$ cat src/rtl/rob_wb_arbiter.sv
// Writeback arbiter feeding the ROB's two writeback ports.
// Collects FU results over valid/ready and grants up to two per cycle in
// round-robin order. The granted results appear one cycle later on the
// registered wb0/wb1 ports. A saturating counter records cycles that had
// more than two requesters.

`ifndef DATA_WIDTH
`define DATA_WIDTH 32
`endif

module rob_wb_arbiter #(
    parameter int unsigned NUM_FU        = 4,
    parameter int unsigned FU_IDX_WIDTH  = 2,
    parameter int unsigned ROB_IDX_WIDTH = 5,
    parameter int unsigned CNT_WIDTH     = 32
) (
    input  logic                              clk,
    input  logic                              rst,
    input  logic                              flush,
    input  logic [NUM_FU-1:0]                 fu_valid,
    input  logic [NUM_FU*ROB_IDX_WIDTH-1:0]   fu_rob_idx,
    input  logic [NUM_FU*`DATA_WIDTH-1:0]     fu_value,
    input  logic [NUM_FU-1:0]                 fu_exception,
    output logic [NUM_FU-1:0]                 fu_ready,
    output logic                              wb0_valid,
    output logic [ROB_IDX_WIDTH-1:0]          wb0_rob_idx,
    output logic [`DATA_WIDTH-1:0]            wb0_value,
    output logic                              wb0_exception,
    output logic                              wb1_valid,
    output logic [ROB_IDX_WIDTH-1:0]          wb1_rob_idx,
    output logic [`DATA_WIDTH-1:0]            wb1_value,
    output logic                              wb1_exception,
    output logic [CNT_WIDTH-1:0]              conflict_cnt
);

    localparam int unsigned DATA_W = `DATA_WIDTH;

    // Round-robin pointer: the FU with highest priority this cycle
    logic [FU_IDX_WIDTH-1:0]  rr_ptr_q, rr_ptr_d;

    // Registered writeback port 0
    logic                     wb0_valid_q, wb0_valid_d;
    logic [ROB_IDX_WIDTH-1:0] wb0_idx_q, wb0_idx_d;
    logic [DATA_W-1:0]        wb0_value_q, wb0_value_d;
    logic                     wb0_exc_q, wb0_exc_d;

    // Registered writeback port 1
    logic                     wb1_valid_q, wb1_valid_d;
    logic [ROB_IDX_WIDTH-1:0] wb1_idx_q, wb1_idx_d;
    logic [DATA_W-1:0]        wb1_value_q, wb1_value_d;
    logic                     wb1_exc_q, wb1_exc_d;

    // Saturating conflict counter
    logic [CNT_WIDTH-1:0]     conflict_cnt_q, conflict_cnt_d;

    // Grant decision for this cycle
    logic                     grant_a_vld, grant_b_vld;
    logic [FU_IDX_WIDTH-1:0]  grant_a_idx, grant_b_idx;
    logic [NUM_FU-1:0]        ready_c;
    int unsigned              scan_pos;
    logic [FU_IDX_WIDTH-1:0]  scan_sel;

    // Payload of the two granted FUs
    logic [ROB_IDX_WIDTH-1:0] sel_a_idx, sel_b_idx;
    logic [DATA_W-1:0]        sel_a_value, sel_b_value;
    logic                     sel_a_exc, sel_b_exc;

    // Pointer advance after a grant
    logic [FU_IDX_WIDTH-1:0]  last_grant;
    int unsigned              next_ptr;
    logic                     conflict_c;

    // Scan requesters from rr_ptr upward (wrapping) and pick the first two valid
    always_comb begin
        grant_a_vld = 1'b0;
        grant_b_vld = 1'b0;
        grant_a_idx = '0;
        grant_b_idx = '0;
        ready_c     = '0;
        scan_pos    = 0;
        scan_sel    = '0;
        if (!rst && !flush) begin
            for (int unsigned k = 0; k < NUM_FU; k++) begin
                scan_pos = 32'(rr_ptr_q) + k;
                if (scan_pos >= NUM_FU) begin
                    scan_pos = scan_pos - NUM_FU;
                end
                scan_sel = FU_IDX_WIDTH'(scan_pos);
                if (fu_valid[scan_sel]) begin
                    if (!grant_a_vld) begin
                        grant_a_vld = 1'b1;
                        grant_a_idx = scan_sel;
                    end else if (!grant_b_vld) begin
                        grant_b_vld = 1'b1;
                        grant_b_idx = scan_sel;
                    end
                end
            end
            if (grant_a_vld) begin
                ready_c[grant_a_idx] = 1'b1;
            end
            if (grant_b_vld) begin
                ready_c[grant_b_idx] = 1'b1;
            end
        end
    end

    assign fu_ready = ready_c;

    // Mux the granted FUs' payload slices out of the packed request buses
    always_comb begin
        sel_a_idx   = '0;
        sel_a_value = '0;
        sel_a_exc   = 1'b0;
        sel_b_idx   = '0;
        sel_b_value = '0;
        sel_b_exc   = 1'b0;
        for (int unsigned i = 0; i < NUM_FU; i++) begin
            if (FU_IDX_WIDTH'(i) == grant_a_idx) begin
                sel_a_idx   = fu_rob_idx[i*ROB_IDX_WIDTH +: ROB_IDX_WIDTH];
                sel_a_value = fu_value[i*DATA_W +: DATA_W];
                sel_a_exc   = fu_exception[i];
            end
            if (FU_IDX_WIDTH'(i) == grant_b_idx) begin
                sel_b_idx   = fu_rob_idx[i*ROB_IDX_WIDTH +: ROB_IDX_WIDTH];
                sel_b_value = fu_value[i*DATA_W +: DATA_W];
                sel_b_exc   = fu_exception[i];
            end
        end
    end

    // Next pointer is one past the last granted FU, wrapping at NUM_FU
    always_comb begin
        last_grant = grant_b_vld ? grant_b_idx : grant_a_idx;
        next_ptr   = 32'(last_grant) + 1;
        if (next_ptr >= NUM_FU) begin
            next_ptr = 0;
        end
    end

    // More than two simultaneous requesters, counted regardless of flush
    assign conflict_c = ($countones(fu_valid) > 2);

    // Next-state for pointer, writeback registers and counter
    always_comb begin
        rr_ptr_d       = rr_ptr_q;
        wb0_valid_d    = 1'b0;
        wb0_idx_d      = wb0_idx_q;
        wb0_value_d    = wb0_value_q;
        wb0_exc_d      = wb0_exc_q;
        wb1_valid_d    = 1'b0;
        wb1_idx_d      = wb1_idx_q;
        wb1_value_d    = wb1_value_q;
        wb1_exc_d      = wb1_exc_q;
        conflict_cnt_d = conflict_cnt_q;

        if (flush) begin
            rr_ptr_d = '0;
        end else if (grant_a_vld) begin
            wb0_valid_d = 1'b1;
            wb0_idx_d   = sel_a_idx;
            wb0_value_d = sel_a_value;
            wb0_exc_d   = sel_a_exc;
            if (grant_b_vld) begin
                wb1_valid_d = 1'b1;
                wb1_idx_d   = sel_b_idx;
                wb1_value_d = sel_b_value;
                wb1_exc_d   = sel_b_exc;
            end
            rr_ptr_d = FU_IDX_WIDTH'(next_ptr);
        end

        if (conflict_c && !(&conflict_cnt_q)) begin
            conflict_cnt_d = conflict_cnt_q + CNT_WIDTH'(1);
        end
    end

    // State registers with synchronous reset
    always_ff @(posedge clk) begin
        if (rst) begin
            rr_ptr_q       <= '0;
            wb0_valid_q    <= 1'b0;
            wb0_idx_q      <= '0;
            wb0_value_q    <= '0;
            wb0_exc_q      <= 1'b0;
            wb1_valid_q    <= 1'b0;
            wb1_idx_q      <= '0;
            wb1_value_q    <= '0;
            wb1_exc_q      <= 1'b0;
            conflict_cnt_q <= '0;
        end else begin
            rr_ptr_q       <= rr_ptr_d;
            wb0_valid_q    <= wb0_valid_d;
            wb0_idx_q      <= wb0_idx_d;
            wb0_value_q    <= wb0_value_d;
            wb0_exc_q      <= wb0_exc_d;
            wb1_valid_q    <= wb1_valid_d;
            wb1_idx_q      <= wb1_idx_d;
            wb1_value_q    <= wb1_value_d;
            wb1_exc_q      <= wb1_exc_d;
            conflict_cnt_q <= conflict_cnt_d;
        end
    end

    assign wb0_valid     = wb0_valid_q;
    assign wb0_rob_idx   = wb0_idx_q;
    assign wb0_value     = wb0_value_q;
    assign wb0_exception = wb0_exc_q;
    assign wb1_valid     = wb1_valid_q;
    assign wb1_rob_idx   = wb1_idx_q;
    assign wb1_value     = wb1_value_q;
    assign wb1_exception = wb1_exc_q;
    assign conflict_cnt  = conflict_cnt_q;

endmodule

$ cat config.mk
export PLATFORM = sky130hd
export DESIGN_NAME = rob_wb_arbiter
export DESIGN_NICKNAME = d
export VERILOG_FILES = /design/src/rtl/rob_wb_arbiter.sv
export SDC_FILE = /design/constraint.sdc
export NUM_CORES = 1
export LEC_CHECK = 0
export CAP_MARGIN = 20
export CORE_UTILIZATION = 42
export CTS_BUF_LIST = sky130_fd_sc_hd__clkbuf_8
export CTS_CLUSTER_DIAMETER = 200
export DETAILED_ROUTE_END_ITERATION = 6
export PLACE_DENSITY = 0.79
export REMOVE_ABC_BUFFERS = 1
export SLEW_MARGIN = 20
export SYNTH_ARGS = -nofsm -noshare
export SYNTH_HDL_FRONTEND = slang
export SYNTH_SLANG_ARGS = --single-unit
$ cat constraint.sdc
create_clock -name clk -period 3.4 [get_ports clk]
set_input_delay 0.68 -clock clk [delete_from_list [all_inputs] [get_ports clk]]
set_output_delay 0.68 -clock clk [all_outputs]
set_load 0.05 [all_outputs]
==> results.sh, run 1 <==
export IMPL_utilization_pct=64.1
export IMPL_setup_violations=0
export IMPL_path_clk_slew_ns=0.10
export IMPL_cts_buffer_depth=2
export IMPL_worst_slew_margin_rel_pct=39.7
export IMPL_cp_startpoint="rr_ptr_q[1]"
export IMPL_grt_max_degree=63
export IMPL_core_area_um2=17300
export IMPL_rsz0062_at_grt="yes"
export IMPL_row_count=48
export IMPL_synth_flop_cell="dfxtp_1"
export IMPL_port_buffers=272
export IMPL_worst_clock_skew_ns=0.00915
export IMPL_status="finished, final reports clean"
export IMPL_synth_cell_types=72
export IMPL_grt_first_pass_wirelength_mm=42.6
export IMPL_fin_tns_setup_ns=0
export IMPL_synthSimpleGateAreaFrac_pct=24.4
export IMPL_firstDrtPassIters=5
export IMPL_min_period_ns=3.37
export IMPL_seqCellArea_um2=2250
export IMPL_met2_usage_pct=51.7
export IMPL_synth_top_family_by_area="compound AO/OA/AOI/OAI gates"
export IMPL_vias_per_cell=5.78
export IMPL_tightest_slew_ns=0.901
export IMPL_r2r_end="wb1_rob_idx[1]"
export IMPL_r2r_start="rr_ptr_q[1]"
export IMPL_cts_root_buf="clkbuf_8"
export IMPL_syn_area_per_cell_um2=7.92
export IMPL_numCtsBuffers=9
export IMPL_syn_area_um2=7430
export IMPL_worstPathRequired_ns=2.72
export IMPL_ys_ff_latch=112
export IMPL_fp_dieH_um=135
export IMPL_path_max_fanout=4
export IMPL_dp_hpwl_mm=19.3
export IMPL_vdd_drop_max_uv=207
export IMPL_start_kind="flip-flop"
export IMPL_synth_mux_area_share_pct=7.49
export IMPL_ant_nets=0
export IMPL_synth_edff_count=0
export IMPL_yosysSeqAreaShare_pct=30.2
export IMPL_criticalPathCategory="flip-flop to primary output"
export IMPL_power_density_nw_per_um2=392
export IMPL_pwr_share_comb_pct=46.2
export IMPL_vias=8368
export IMPL_drive_gt1_share_pct=14.2
export IMPL_fp_dieArea_um2=18200
export IMPL_antenna_found_initial=3
export IMPL_regToRegSetupSlack_ns=0.35
export IMPL_hold_buffers=0
export IMPL_grt_pass1_vias=7973
export IMPL_p_sw_share_pct=40.4
export IMPL_synthArstFlopShare_pct=0
export IMPL_synth_xor_area_share_pct=2.95
export IMPL_clk_insertion_delay_late_ns=0.39
export IMPL_slew_viol_final=0
export IMPL_fmax_mhz=297
export IMPL_die_w_um=135
export IMPL_wirelength_mm=27.7
export IMPL_worstPathArrival_ns=2.69
export IMPL_pwr_share_seq_pct=34.3
export IMPL_endpoint_kind="primary output"
export IMPL_fill_cells=1481
export IMPL_finalCritPeriodShare_pct=99.1
export IMPL_drtIter0Drc=634
export IMPL_route_detailed_drc=0
export IMPL_cts_tree="yes"
export IMPL_io_pin_count=273
export IMPL_ys_warn_count=0
export IMPL_place_congestion=0.932
export IMPL_grt_ovfl_total=0
export IMPL_final_nets=1380
export IMPL_multi_input_area_um2=4860
export IMPL_drv_cap=0
export IMPL_p_leak_nw=4.03
export IMPL_grt_busiest_layer="met2"
export IMPL_cts_sinks=112
export IMPL_crit_path_end="fu_ready[0]"
export IMPL_synth_compound_area_share_pct=26.8
export IMPL_synth_fa_ha_area_share_pct=1.43
export IMPL_grt_util_met1_pct=34.6
export IMPL_netlist_instances=938
export IMPL_ff2ff_path_depth=13
export IMPL_intPower_w=0.00259
export IMPL_power_frac_clock_pct=19.5
export IMPL_hold_viol=0
export IMPL_holdCritPathClass="flip-flop to flip-flop"
export IMPL_wl_per_cell_um=19.2
export IMPL_cts_htree_levels=3
export IMPL_p_sw_w=0.00176
export IMPL_area_growth_pct=49.3
export IMPL_grt_use_met3_pct=6.94
export IMPL_grt_usage_pct=29.7
export IMPL_start_util_pct=43.0
[cells in the mapped netlist, types with 4 or more instances]
cell	count	area (um2)
a2111oi_0	11	96.3
nand2_1	76	285
nand4_1	9	56.3
a211oi_2	7	87.6
dfxtp_1	112	2240
clkbuf_1	39	146
nand3b_1	11	82.6
nor2b_1	19	119
a211oi_1	39	293
nor2_1	107	402
o211a_1	11	110
nor3_1	31	155
nand3_1	26	130
a21oi_1	27	135
a21o_1	4	30.0
o21ai_0	35	175
xor2_1	12	105
buf_1	4	15.0
buf_6	4	45.0
nor4_1	4	25.0
or2_2	4	25.0
and3_1	14	87.6
or3_1	6	37.5
o31ai_2	10	125
o21ai_1	44	220
ha_1	6	75.1
o221ai_1	38	333
nand2b_1	4	25.0
and2_1	41	257
o41a_1	11	124
buf_4	11	82.6
xnor2_1	13	114
mux2i_1	35	350
mux2_2	16	180
inv_1	18	67.6
buf_2	28	140
[kinds of logic after synthesis]
family	after synthesis
xor+xnor	25
compound gates	268
flops	112
fa+ha+maj	8
simple gates	367
buf+inv	105
mux	53
[worst max-delay path: stages, from the launching register on]
cell and delay (ns):
dfxtp_4 0.40, mux2_4 0.31, nand2_2 0.09, nand2_4 0.06, buf_6 0.11, ha_4 0.15
mux2i_4 0.17, o311ai_4 0.12, buf_6 0.14, a211oi_4 0.25, a32oi_2 0.14, nor2_2 0.18
buf_12 0.16
[sequential cells by signal (all words and copies together) (netlist names)]
name           count
conflict_cnt      32
rr_ptr_q           2
wb0_exception      1
wb0_rob_idx        5
wb0_valid          1
wb0_value         32
wb1_exception      1
wb1_rob_idx        5
wb1_valid          1
wb1_value         32
[final cells by class]
cell class / count / share of cell area [%]
tap: 225 / 2.54
inverter: 18 / 0.609
clock buffer: 10 / 1.24
sequential: 112 / 20.2
timing repair buffer: 352 / 30.9
multi-input combinational: 721 / 43.8
clock inverter: 6 / 0.553
antenna: 3 / 0.0677
[metrics by stage]
step	setup WS, ns	area, um2	instances	total power, W	hold slack (ns)
finish	0.0305	11100	1447	0.00435	0.453
global route	-0.0846	11100	1447	0.00454	0.473
CTS	-0.0637	11000	1445	0.00431	0.457
detailed placement	-0.549	10700	1421	0.00345	0.441
global placement	-0.514	10700	1421	0.00343	0.436
floorplan	-3.59	7000	851	0.00258	0.671
[worst min path at each step]
stage	from	cells after the start	end	slack, ns
detailed placement	wb0_value[22]	2	wb0_value[22]	0.44
finish	wb0_value[13]	2	wb0_value[13]	0.45
floorplan	wb1_value[17]	2	wb1_value[17]	0.67
global route	wb0_value[29]	2	wb0_value[29]	0.47
global placement	wb0_value[22]	2	wb0_value[22]	0.44
CTS	wb0_value[22]	2	wb0_value[22]	0.46
[layer usage]
layer	vias up	part of all wire, %
met5	-	0
met4	0	3.5
li1	3982	-
met1	3916	39
met3	59	9.2
met2	411	48
[placed cells by master (no fill, tap or decap), drive strengths merged, types with 4 or more instances in the layout]
cell type / instances
clkdlybuf4s50: 263
dfxtp: 112
nor2: 107
buf: 87
o21ai: 80
nand2: 76
a211oi: 46
and2: 42
o221ai: 38
mux2i: 35
nor3: 32
a21oi: 27
nand3: 27
inv: 20
nor2b: 20
mux2: 18
and3: 14
xnor2: 13
xor2: 12
o31ai: 12
nand3b: 11
o211a: 11
o41a: 11
a2111oi: 11
clkbuf: 11
nand4: 9
or3: 6
ha: 6
a21o: 4
nand2b: 4
or2: 4
nor4: 4
[power by group through the flow]
stage / clock network [W] / logic (W) / registers, W
6_report: 0.000848 / 0.00201 / 0.00149
5_1_grt: 0.000912 / 0.00212 / 0.00150
4_1_cts: 0.000866 / 0.00195 / 0.00149
3_5_place_dp: 0 / 0.00192 / 0.00152
3_3_place_gp: 0 / 0.00191 / 0.00152
2_1_floorplan: 0 / 0.000684 / 0.00189
[timing repair]
item | CTS | global route
endpoints found under the setup margin | 13 | 24
pin swaps | 13 | 15
buffers inserted | 8 | 0
gates resized for setup | 20 | 28
Power figures use the tool's default switching activity.
==> inputs of run 2 (changes only) <==
Settings changed: CTS_CLUSTER_SIZE from default to 30.
==> results of run 2 <==
Same layout as run 1: the final DEF is identical, and so are final timing and power.
